File: config.mk
export PLATFORM = sky130hd
export DESIGN_NAME = morse_letter_decoder
export DESIGN_NICKNAME = d
export VERILOG_FILES = /design/src/rtl/morse_pkg.sv /design/src/rtl/morse_lut.sv /design/src/rtl/morse_letter_decoder.sv
export SDC_FILE = /design/constraint.sdc
export NUM_CORES = 1
export LEC_CHECK = 0
export BUFFER_PORTS_ARGS = -buffer_cell sky130_fd_sc_hd__buf_4
export CORE_AREA = 2 2 73 92
export DETAILED_ROUTE_END_ITERATION = 16
export DIE_AREA = 0 0 75 94
export SETUP_SLACK_MARGIN = 0.02
export SLEW_MARGIN = 40
export SYNTH_ARGS = -nofsm -noshare
export SYNTH_HDL_FRONTEND = slang
export SYNTH_SLANG_ARGS = --single-unit
File: constraint.sdc
create_clock -name clk -period 4.43 [get_ports clk]
set_clock_uncertainty 0.15 [all_clocks]
set_input_delay 0.886 -clock clk [delete_from_list [all_inputs] [get_ports clk]]
set_output_delay 0.886 -clock clk [all_outputs]
set_load 0.01 [all_outputs]
File: src/rtl/morse_pkg.sv
// Shared types and Morse pattern tables for the letter decoder.
// The digit table exists only when MORSE_DIGITS_EN is defined.
package morse_pkg;

    typedef enum logic [1:0] {
        IDLE,
        PRESS,
        GAP
    } state_t;

    localparam logic [5:0] CODE_A       = 6'd0;
    localparam logic [5:0] CODE_DIGIT0  = 6'd26;
    localparam logic [5:0] CODE_INVALID = 6'd63;

    // One Morse pattern: symbol count plus symbols in entry order (bit0 first, 1 = dash).
    typedef struct packed {
        logic [2:0] len;
        logic [4:0] bits;
    } pattern_t;

    localparam pattern_t LETTER_PAT [26] = '{
        '{3'd2, 5'b00010},  // A .-
        '{3'd4, 5'b00001},  // B -...
        '{3'd4, 5'b00101},  // C -.-.
        '{3'd3, 5'b00001},  // D -..
        '{3'd1, 5'b00000},  // E .
        '{3'd4, 5'b00100},  // F ..-.
        '{3'd3, 5'b00011},  // G --.
        '{3'd4, 5'b00000},  // H ....
        '{3'd2, 5'b00000},  // I ..
        '{3'd4, 5'b01110},  // J .---
        '{3'd3, 5'b00101},  // K -.-
        '{3'd4, 5'b00010},  // L .-..
        '{3'd2, 5'b00011},  // M --
        '{3'd2, 5'b00001},  // N -.
        '{3'd3, 5'b00111},  // O ---
        '{3'd4, 5'b00110},  // P .--.
        '{3'd4, 5'b01011},  // Q --.-
        '{3'd3, 5'b00010},  // R .-.
        '{3'd3, 5'b00000},  // S ...
        '{3'd1, 5'b00001},  // T -
        '{3'd3, 5'b00100},  // U ..-
        '{3'd4, 5'b01000},  // V ...-
        '{3'd3, 5'b00110},  // W .--
        '{3'd4, 5'b01001},  // X -..-
        '{3'd4, 5'b01101},  // Y -.--
        '{3'd4, 5'b00011}   // Z --..
    };

`ifdef MORSE_DIGITS_EN
    localparam pattern_t DIGIT_PAT [10] = '{
        '{3'd5, 5'b11111},  // 0 -----
        '{3'd5, 5'b11110},  // 1 .----
        '{3'd5, 5'b11100},  // 2 ..---
        '{3'd5, 5'b11000},  // 3 ...--
        '{3'd5, 5'b10000},  // 4 ....-
        '{3'd5, 5'b00000},  // 5 .....
        '{3'd5, 5'b00001},  // 6 -....
        '{3'd5, 5'b00011},  // 7 --...
        '{3'd5, 5'b00111},  // 8 ---..
        '{3'd5, 5'b01111}   // 9 ----.
    };
`endif

    function automatic logic pattern_match(input pattern_t p, input logic [3:0] count,
                                           input logic [4:0] bits);
        logic [4:0] mask;
        mask = 5'((6'd1 << p.len) - 6'd1);
        return (count == {1'b0, p.len}) && ((bits & mask) == p.bits);
    endfunction

endpackage

File: src/rtl/morse_lut.sv
// Combinational lookup from a captured symbol pattern to a 6-bit character code.
// Digit patterns decode only when MORSE_DIGITS_EN is defined.
module morse_lut
    import morse_pkg::*;
#(
    parameter int MAX_LEN = 5,
    localparam int SC_W = $clog2(MAX_LEN + 1)
) (
    input  logic [SC_W-1:0]    sym_count,
    input  logic [MAX_LEN-1:0] sym_bits,
    output logic [5:0]         code
);

    logic [4:0] bits5;
    logic [3:0] count4;

    // Table patterns are at most five symbols long, so only the first five matter.
    if (MAX_LEN >= 5) begin : g_trunc
        assign bits5 = sym_bits[4:0];
    end else begin : g_pad
        assign bits5 = 5'(sym_bits);
    end

    assign count4 = 4'(sym_count);

    always_comb begin
        // NOTE: every always_comb output gets a default first so no latch is inferred.
        code = CODE_INVALID;
        for (int i = 0; i < 26; i++) begin
            if (pattern_match(LETTER_PAT[i], count4, bits5)) begin
                code = CODE_A + 6'(i);
            end
        end
`ifdef MORSE_DIGITS_EN
        for (int i = 0; i < 10; i++) begin
            if (pattern_match(DIGIT_PAT[i], count4, bits5)) begin
                code = CODE_DIGIT0 + 6'(i);
            end
        end
`endif
    end

endmodule

File: src/rtl/morse_letter_decoder.sv
// Times key presses against a tick strobe, accumulates dot/dash symbols and emits
// decoded characters through a one-entry valid/ready register. Digits need MORSE_DIGITS_EN.
module morse_letter_decoder
    import morse_pkg::*;
#(
    parameter int DOT_MAX_TICKS = 3,
    parameter int GAP_TICKS     = 5,
    parameter int MAX_LEN       = 5,
    parameter int CNT_W         = 8,
    localparam int SC_W = $clog2(MAX_LEN + 1)
) (
    input  logic               clk,
    input  logic               reset,
    input  logic               tick,
    input  logic               b,
    output logic [MAX_LEN-1:0] sym_bits,
    output logic [SC_W-1:0]    sym_count,
    output logic [5:0]         letter_code,
    output logic               letter_valid,
    input  logic               letter_ready,
    output logic               overflow,
    output logic               drop
);

    localparam logic [CNT_W-1:0] CNT_ONE   = CNT_W'(1);
    localparam logic [CNT_W-1:0] CNT_SAT   = '1;
    localparam logic [CNT_W-1:0] DOT_LIMIT = CNT_W'(DOT_MAX_TICKS);
    localparam logic [CNT_W-1:0] GAP_LIMIT = CNT_W'(GAP_TICKS);
    localparam logic [SC_W-1:0]  SYM_LIMIT = SC_W'(MAX_LEN);
    localparam logic [SC_W-1:0]  SC_ONE    = SC_W'(1);

    state_t           state, next_state;
    logic             b_q;
    logic             rise, fall;
    logic [CNT_W-1:0] press_cnt, gap_cnt;
    logic [CNT_W-1:0] press_cnt_d, gap_cnt_d;
    logic [CNT_W-1:0] press_inc, gap_inc, fresh_cnt;
    logic             gap_done, dash;
    logic             capture, complete, load;
    logic [5:0]       lut_code, final_code;

    assign rise = b & ~b_q;
    assign fall = ~b & b_q;

    assign press_inc = (press_cnt == CNT_SAT) ? press_cnt : press_cnt + CNT_ONE;
    assign gap_inc   = (gap_cnt == CNT_SAT) ? gap_cnt : gap_cnt + CNT_ONE;
    // A tick on the edge cycle already counts toward the state being entered.
    assign fresh_cnt = tick ? CNT_ONE : '0;
    assign gap_done  = tick && (gap_inc >= GAP_LIMIT);
    assign dash      = press_cnt >= DOT_LIMIT;

    always_ff @(posedge clk or posedge reset) begin
        // NOTE: sequential state uses non-blocking assignments so every register samples pre-edge values.
        if (reset) begin
            state <= IDLE;
            b_q   <= 1'b0;
        end else begin
            state <= next_state;
            b_q   <= b;
        end
    end

    always_comb begin
        next_state = state;
        unique case (state)
            IDLE:    if (rise) next_state = PRESS;
            PRESS:   if (fall) next_state = GAP;
            GAP: begin
                if (rise)          next_state = PRESS;
                else if (gap_done) next_state = IDLE;
            end
            default: next_state = IDLE;
        endcase
    end

    always_comb begin
        press_cnt_d = '0;
        gap_cnt_d   = '0;
        capture     = 1'b0;
        complete    = 1'b0;
        unique case (state)
            IDLE: begin
                if (rise) press_cnt_d = fresh_cnt;
            end
            PRESS: begin
                if (fall) begin
                    capture   = 1'b1;
                    gap_cnt_d = fresh_cnt;
                end else begin
                    press_cnt_d = tick ? press_inc : press_cnt;
                end
            end
            GAP: begin
                // A rise on the closing tick keeps the letter open.
                if (rise) begin
                    press_cnt_d = fresh_cnt;
                end else if (gap_done) begin
                    complete = 1'b1;
                end else begin
                    gap_cnt_d = tick ? gap_inc : gap_cnt;
                end
            end
            default: ;
        endcase
    end

    always_ff @(posedge clk or posedge reset) begin
        if (reset) begin
            press_cnt <= '0;
            gap_cnt   <= '0;
        end else begin
            press_cnt <= press_cnt_d;
            gap_cnt   <= gap_cnt_d;
        end
    end

    always_ff @(posedge clk or posedge reset) begin
        if (reset) begin
            sym_bits  <= '0;
            sym_count <= '0;
            overflow  <= 1'b0;
        end else if (complete) begin
            sym_bits  <= '0;
            sym_count <= '0;
            overflow  <= 1'b0;
        end else if (capture) begin
            if (sym_count < SYM_LIMIT) begin
                sym_bits  <= sym_bits | (MAX_LEN'(dash) << sym_count);
                sym_count <= sym_count + SC_ONE;
            end else begin
                overflow <= 1'b1;
            end
        end
    end

    morse_lut #(.MAX_LEN(MAX_LEN)) u_lut (
        .sym_count (sym_count),
        .sym_bits  (sym_bits),
        .code      (lut_code)
    );

    assign final_code = overflow ? CODE_INVALID : lut_code;
    assign load       = complete && (!letter_valid || letter_ready);

    always_ff @(posedge clk or posedge reset) begin
        if (reset) begin
            letter_code  <= '0;
            letter_valid <= 1'b0;
            drop         <= 1'b0;
        end else begin
            drop <= complete && letter_valid && !letter_ready;
            if (load) begin
                letter_code  <= final_code;
                letter_valid <= 1'b1;
            end else if (letter_ready) begin
                letter_valid <= 1'b0;
            end
        end
    end

endmodule

# == Word-level counts from Yosys, hierarchy flattened ==
# Cells that the tools add are included.
# classes
n_reduce_logical,46
n_eq_ne,36
shift,1
n_div,0
addsub,3
multipliers,0
n_bitwise,5
muxes,60
magnitude_cmp,3
# op_table
operator,count
$mux 6,27
$mux 8,7
$pmux 8 s2,2
$logic_and 1x1->1,30
$eq 4x4->1 const B,5
$logic_not 5->1,4
$add 8x1->8 const B,2
$eq 8x8->1 const B,2
$eq 3x3->1 const B,5
$mux 5,3
$mux 1,13
$eq 3x2->1 const B,4
$eq 4x3->1 const B,3
$mux 3,3
$ne 3x3->1 const B,3
$eq 4x2->1 const B,2
$ge 8x2->1 const B,1
$ge 8x3->1 const B,1
$mux 2,4
$eq 2x2->1 const B,3
$eq 3x1->1 const B,2
$ne 2x2->1 const B,3
$pmux 2 s3,1
$reduce_and 2->1,3
15 further kinds,21
# totals
input_bits,5
latch_bits,0
output_inout_bits,17
memories,0
elab_cells,164
ramBits,0
register_bits,36
mem_bits_ro,0

# == Logic depth before layout (Yosys ltp) ==
# Gate-level depths: netlist (run 1).
# logic_depth
ltp_word,29
mapped_depth,9
ltp_nobuf,8

# == Modules after synthesis ==
# Synthesis (run 1) repeated with hierarchy kept, for this count alone.
# unflattened
cells_unflattened,247
hier_area_um2,2327.2
# by_module_without_submodules
module,n_inst,area_per_inst_um2,cells_each
morse_letter_decoder,1,1901.8,186
morse_lut,1,425.4,61

# == Worst setup path before layout (run 1) ==
# No wires, ideal clock.
# synth_timing
path_kind,flip-flop to flip-flop
startpoint,register gap_cnt[0]
endpoint,register letter_code[0]
arrival_time_ps,1965
synth_period_minus_slack_ps,2240
setup_slack_ps,2190
t_required_ps,4155
stages_incl_launch_ff,9
path_cell_list,dfrtp_1 ha_1 nor2b_1 a41oi_1 o32ai_2 a211o_1 nor2b_2 buf_6 mux2_4
# synth_between
elab_chain_len,8
word_cells_on_any_way,9
classes_between,add/sub (1); order compare (1); eq/ne (1); mux (4); reduce/logical (2)
# synth_rtl
item,line,rtl
from (decl),morse_letter_decoder.sv:35,"logic [CNT_W-1:0] press_cnt, gap_cnt;"
from (signal assigned),morse_letter_decoder.sv:113,gap_cnt <= gap_cnt_d;
$add 8x1->8 or $eq 8x8->1 (tied branches),morse_letter_decoder.sv:46,assign gap_inc = (gap_cnt == CNT_SAT) ? gap_cnt : gap_cnt + CNT_ONE;
$mux 8 *,morse_letter_decoder.sv:46,
$ge 8x3->1 *,morse_letter_decoder.sv:49,assign gap_done = tick && (gap_inc >= GAP_LIMIT);
$logic_and 1x1->1 *,morse_letter_decoder.sv:49,
$mux 1 *,morse_letter_decoder.sv:97,end else if (gap_done) begin
$mux 1 *,morse_letter_decoder.sv:95,if (rise) begin
$mux 1 *,morse_letter_decoder.sv:81,unique case (state)
$logic_and 1x1->1 *,morse_letter_decoder.sv:143,assign load = complete && (!letter_valid || letter_ready);
to (signal assigned),morse_letter_decoder.sv:153,letter_code <= final_code;
to (decl),morse_letter_decoder.sv:18,"output logic [5:0] letter_code,"
# Mark *: on every way between the ends. The rest lies on a longest branch, timed or not.
# A chain may end at the register's enable or synchronous reset.

# == Final worst setup path (run 1) ==
# layout_timing
startpoint,register gap_cnt[0]
endpoint,register letter_code[2]
# Same word-level chain as after synthesis.

==> results_dict.tcl, run 1 <==
set metrics [dict create \
    outcome "finished clean" \
    final-max-slew-violation-count 0 \
    via_per_inst 5.561 \
    drt_iter0_drc 77 \
    hp-class "reg2reg" \
    cts_buffers 5 \
    placedCellCount 373 \
    vdd_drop_max_mv 0.2623 \
    core_area_um2 6126 \
    die_area_um2 7050 \
    post-cts-setup-buffer-count 0 \
    endpoint_kind "register" \
    first_pass_iters 4 \
    grt_pass1_wl_um 9425 \
    synth_flop_cell "dfrtp_1" \
    h-tree-depth 2 \
    synth_seq_area_share_pct 37.60 \
    rsz0062_at_grt "false" \
    wire_per_inst_um 14.46 \
    fin_crit_sh_pct 57.51 \
    cts_tree "yes" \
    clkSinkCount 36 \
    fin_cells 380 \
    crit_path_cell_trace "ha_1, nor2b_1, a41oi_1, o32ai_2, a211o_1, nor2b_2, mux2_4" \
    post_synth.cell_area_avg_um2 8.588 \
    clkTransAtPathRegs_ps 70 \
    tightest_slew_ps 751.1 \
    final-hold-violation-count 0 \
    gp_congestion 0.9610 \
    power_leakage_nw 1.224 \
    antenna_found_initial 0 \
    rrSetupSlack_ps 1880 \
    setup_viol 0 \
    path_class "reg2reg" \
    diodes 0 \
    io_pins 22 \
    vias 2113 \
    grt_pass1_vias 2055 \
    grt_max_degree 37 \
    critical_path.max_fanout 7 \
    ys_types 56 \
    clk_path_buf_depth 2 \
    cp_slowest_cell "dfrtp_1" \
    drt_wl_total_um 5496 \
    grt_overflow 0 \
    synth_edf_count 0 \
    slew_headroom_pct 49.93 \
    area_growth_pct 12.79 \
    die_h_um 94 \
    slowest_delay_ps 470 \
    syn_area_um2 2396 \
    power_density_nw_per_um2 395.8 \
    portBuffers 21 \
    final_cell_mix "dfrtp_1 (36), nor2_1 (31), buf_4 (22), o21ai_0 (21), nand2_1 (18)" \
    finalNetCount 311 \
    initial_core_util_pct 39.11 \
    syn_inst 279 \
    clk-insertion-delay-late_ps 290 \
    layout_commonest_cell "dfrtp_1" \
    fin_tns_setup_ps 0 \
    cts_hold_buffers 0 \
    fmax_ghz 0.3925 \
    synth_nets 295 \
    maxCapViolCount 0 \
    drc_errors 0 \
    hpwl_um 3927 \
    period_minus_slack_ps 2548 \
    fin_total_pwr_mw 1.070 \
    critPathLaunchType "register" \
    async_flop_share_pct 100.0 \
    fp-row-count 32 \
    die_w_um 75 \
    grtUsageTotal_pct 17.22 \
    drive_gt1_share_pct 14.58 \
    cp_data_required_time_ps 4450 \
    cts-root-buf "clkbuf_8" \
    ant_nets 0 \
    post_cts_resized 0 \
    yosysWarningCount 0 \
    cp.arrival_ps 2570 \
    synth_seq_cells 36 \
]
[routing by layer]
layer	wire length [um]	vias to the layer above	part of all wire, %	track usage (%)
met4	123	0	2.2	7.887
met5	0	-	0	0
met2	2732	50	50	28.51
met3	203	9	3.7	2.790
li1	-	1054	-	-
met1	2436	1000	44	21.49
[where the power goes]
group | switching (mW) | internal, mW | total, mW
Combinational | 0.222 | 0.168 | 0.390
Sequential | 0.0650 | 0.358 | 0.423
Clock | 0.118 | 0.139 | 0.256
Total | 0.405 | 0.665 | 1.07
[flip-flops by register name, indices dropped and copies added (netlist names)]
register	flops
gap_cnt	8
press_cnt	8
letter_code	6
sym_bits	5
sym_count	3
state	2
b_q	1
drop	1
letter_valid	1
overflow	1
[stage by stage]
step                worst slack, ps  hold slack, ps  instance area, um2  utilization [%]
floorplan                      2190           324.5                2396                -
finish                         1882           367.8                2703            44.12
global placement               1905           349.4                2606            42.54
global route                   1689           387.7                2703            44.12
detailed placement             1907           348.9                2606            42.54
CTS                            1897           372.8                2703            44.12
[cell families (layout without fill, tap and decap cells)]
group           count (synthesis)  count (layout)  synth area share (%)
buf+inv                        25              41                 4.438
fa+ha+maj                      11              11                 5.744
simple gates                  114             114                 25.07
xor+xnor                        4               4                 1.462
flops                          36              36                 37.60
mux                             5               5                 2.507
compound gates                 84              84                 23.19
[cell type report]
class | count | area, um2
tap | 85 | 106.4
fill | 623 | 3423
inverter | 12 | 45.04
multi-input combinational | 218 | 1389
clock buffer | 7 | 96.34
timing repair buffer | 22 | 165.2
sequential | 36 | 900.9
[worst max-delay path: cells and delay by family (launching register included)]
family                     cells  cell delay, ps
adders and majority gates      1             300
DFF                            1             470
muxes                          1             330
and+or+nand+nor                2             410
AOI/OAI and AO/OA              3             770
[path summary, 6_finish.rpt]
check	start	to	cells past startpoint
min reg2reg	letter_code[2]	letter_code[2]	1
max in group asynchronous	reset	press_cnt[4]	3
max	gap_cnt[0]	letter_code[2]	7
min	letter_code[2]	letter_code[2]	1
min in group asynchronous	reset	drop	3
max reg2reg	gap_cnt[0]	letter_code[2]	7
[cell usage after synthesis, types with 4 or more instances]
library cell   n  share of area (%)
and3_1        10                2.6
inv_1         12                1.9
nand2b_1      10                2.6
nor2b_1       11                2.9
nor2_1        31                4.9
o21ai_0       21                4.4
nor3_1         6                1.3
clkbuf_1       9                1.4
dfrtp_1       36                 38
a21oi_1       15                3.1
ha_1          11                5.7
nand2_1       18                2.8
a211oi_1       4                1.3
a31oi_1       15                3.9
nand3_1        7                1.5
and2_1         4                1.0
Note: power is estimated with default switching activity, not from simulation.
==> run 2: changes to the inputs <==
--- a/config.mk
+++ b/config.mk
@@ -5,10 +5,11 @@
 export SDC_FILE = /design/constraint.sdc
 export NUM_CORES = 1
 export LEC_CHECK = 0
+export ABC_AREA = 1
 export BUFFER_PORTS_ARGS = -buffer_cell sky130_fd_sc_hd__buf_4
-export CORE_AREA = 2 2 73 92
+export CORE_AREA = 2 2 74 93
 export DETAILED_ROUTE_END_ITERATION = 16
-export DIE_AREA = 0 0 75 94
+export DIE_AREA = 0 0 76 95
 export SETUP_SLACK_MARGIN = 0.02
 export SLEW_MARGIN = 40
 export SYNTH_ARGS = -nofsm -noshare
==> constraint.sdc (replaced) <==
create_clock -name clk -period 2.2 [get_ports clk]
set_clock_uncertainty 0.15 [all_clocks]
set_input_delay 0.44 -clock clk [delete_from_list [all_inputs] [get_ports clk]]
set_output_delay 0.44 -clock clk [all_outputs]
set_load 0.01 [all_outputs]
==> run 2 against run 1 <==
Effect of this change:
- combinational power grew to 2.8 times the previous value
- final area grew 9.2%
- power grew 120%
- sequential cell count stayed put
- non-clock buffer count up 13
- setup slack got worse by 1700 ps
- critical endpoint is now gap_cnt[0]
==> results_dict.tcl, run 2 <==
set metrics [dict create \
    outcome "finished clean" \
    synth.area.top_cells "dfrtp_1 (36%), nand2_1 (16%), inv_1 (8.9%), nor2_1 (6.4%), ha_1 (5.6%)" \
    yosys.area.top_type "dfrtp_1" \
    io_pins 22 \
    final-max-slew-violation-count 0 \
    largestRegisters "gap_cnt (8), press_cnt (8), letter_code (6)" \
    cts_tree "yes" \
    p_int_mw 1.402 \
    fin_cells 489 \
    synth-compound-area-share_pct 10.06 \
    synth_fa_ha_area_share_pct 5.558 \
    placedCellCount 480 \
    fp-row-count 33 \
    fin_crit_sh_pct 93.93 \
    comb_power_share_pct 46.2 \
    die_area_um2 7220 \
    drive_gt1_share_pct 18.66 \
    ant_nets 0 \
    layout_commonest_cell "nand2_1" \
    synth-simple-area-share_pct 35.57 \
    rrSetupSlack_ps 130 \
    synth_flop_cell "dfrtp_1" \
    cp.arrival_ps 2140 \
    hpwl_um 4471 \
    syn_inst 363 \
    yosysWarningCount 0 \
    initial_core_util_pct 38.69 \
    die_h_um 95 \
    power_leakage_nw 1.555 \
    vias 2317 \
    synth_top_family_by_area "simple AND/OR/NAND/NOR gates" \
    endpoint_kind "register" \
    synth_nets 379 \
    post-route-util_pct 46.12 \
    first_pass_iters 4 \
    seq_power_share_pct 35.2 \
    cts_buffers 5 \
    grt_overflow 0 \
    final_cell_mix "nand2_1 (104), inv_1 (59), nor2_1 (41), buf_4 (35), dfrtp_1 (33)" \
    gp_congestion 0.9481 \
    antenna_found_initial 0 \
    grt_pass1_vias 2256 \
    setup_viol 0 \
    drc_errors 0 \
    power_density_nw_per_um2 794.7 \
    wire_per_inst_um 11.67 \
    path_class "reg2reg" \
    critical_path.max_fanout 7 \
    period_minus_slack_ps 2067 \
    ys_types 32 \
    grt_max_degree 37 \
    switching_power_uw 943.7 \
    post_synth.cell_area_avg_um2 6.821 \
    cts-root-buf "clkbuf_8" \
    maxCapViolCount 0 \
    sw_frac_of_total_pct 40.23 \
    via_per_inst 4.738 \
    rsz0062_at_grt "true" \
    muxShareOfSynthArea_pct 0 \
    portBuffers 21 \
    syn_area_um2 2476 \
    vdd_drop_max_mv 0.5929 \
    final-hold-violation-count 0 \
    clkTransAtPathRegs_ps 70 \
    clk-insertion-delay-late_ps 280 \
    synth_seq_cells 36 \
    core_area_um2 6400 \
    tightest_slew_ps 550.3 \
    synthTopCellsByCount "nand2_1 (104), inv_1 (59), nor2_1 (42)" \
    die_w_um 76 \
    clkSinkCount 36 \
    cp_data_required_time_ps 2280 \
    fillers 660 \
    synthMostInstantiatedCell "nand2_1" \
    async_flop_share_pct 100.0 \
    diodes 0 \
    clk_path_buf_depth 2 \
    synth.top_cell.area_share_pct 36.38 \
    hp-class "in2async" \
    cts_hold_buffers 0 \
    drt_wl_total_um 5706 \
    area_growth_pct 19.20 \
    synth_seq_area_share_pct 36.38 \
    grt_pass1_wl_um 9722 \
    fin_total_pwr_mw 2.346 \
    grtUsageTotal_pct 16.60 \
    synth_edf_count 0 \
    fmax_ghz 0.4839 \
    critPathLaunchType "register" \
    hold_ws_ps 104.2 \
    pwr-share-clk_pct 18.6 \
    h-tree-depth 2 \
    drt_iter0_drc 70 \
    finalNetCount 418 \
    synth_xor_area_share_pct 1.769 \
    dpl_cell_area_um2 2805 \
    stdcell_area_um2 2952 \
    slew_headroom_pct 63.18 \
]
==> run 2: path summary, 6_finish.rpt <==
path,startpoint,endpoint,cells after the start
min reg2reg,letter_code[0],letter_code[0],2
max reg2reg,gap_cnt[1],gap_cnt[0],13
min,reset,letter_code[3],3
max in group asynchronous,reset,sym_bits[0],3
max,gap_cnt[1],gap_cnt[0],13
min in group clk,b,b_q,1
==> run 2: power groups by stage <==
stage	clock [mW]	combinational (mW)	sequential, mW
after CTS	0.462	1.04	0.820
after global placement	0	1.03	0.831
final	0.436	1.08	0.825
after floorplan	0	0.670	0.846
after global routing	0.487	1.26	0.838
after detailed placement	0	1.03	0.833
==> run 2: timing repair <==
item,CTS,global route
endpoints found under the hold margin,0,0
resized for setup,1,14
pin swaps,0,6
buffers inserted,0,2
endpoints found under the setup margin,3,16
==> run 2: layout make-up <==
type                            count  area (um2)  share of cell area, %
Tap cell                           87       108.9                  3.688
Timing Repair Buffer               35       262.8                  8.902
Sequential cell                    36       904.6                  30.65
Inverter                           63       236.5                  8.012
Multi-Input combinational cell    261        1361                  46.12
Clock inverter                      1       5.005                 0.1696
Clock buffer                        6       72.57                  2.459
==> run 2: critical path, cell delays in order (launching register included) <==
cell     delay [ps]
dfrtp_1         400
ha_2            210
nand2_2          80
nor2_4          140
nand2_4         100
o21ai_2         170
nand2_1          80
a21oi_2         130
nand2_2         110
nand2_2          90
nand2_4          60
o21ai_1         150
nand2_1          70
nand2_1          60
==> run 2: kinds of logic (layout without fill, tap and decap cells) <==
| family | Yosys count | count (layout) |
|---|---|---|
| adder cells (fa/ha/maj) | 11 | 11 |
| buffers and inverters | 66 | 105 |
| AND/OR/NAND/NOR | 202 | 202 |
| XOR/XNOR | 5 | 5 |
| flip-flops | 36 | 36 |
| AO/OA/AOI/OAI | 43 | 43 |
==> run 2: per-stage QoR <==
stage | setup TNS, ps | setup WS [ps]
floorplan | 0 | 287.0
global placement | 0 | 69.71
detailed placement | 0 | 31.99
CTS | 0 | 20.36
global route | -26.06 | -11.33
finish | 0 | 133.5
==> run 2: metal layers <==
layer	up-vias	routed length, um	GRT usage (%)
met5	-	0	0
met4	0	143	6.970
met3	12	102	3.155
met2	25	3091	32.44
met1	1062	2369	17.46
li1	1218	-	-
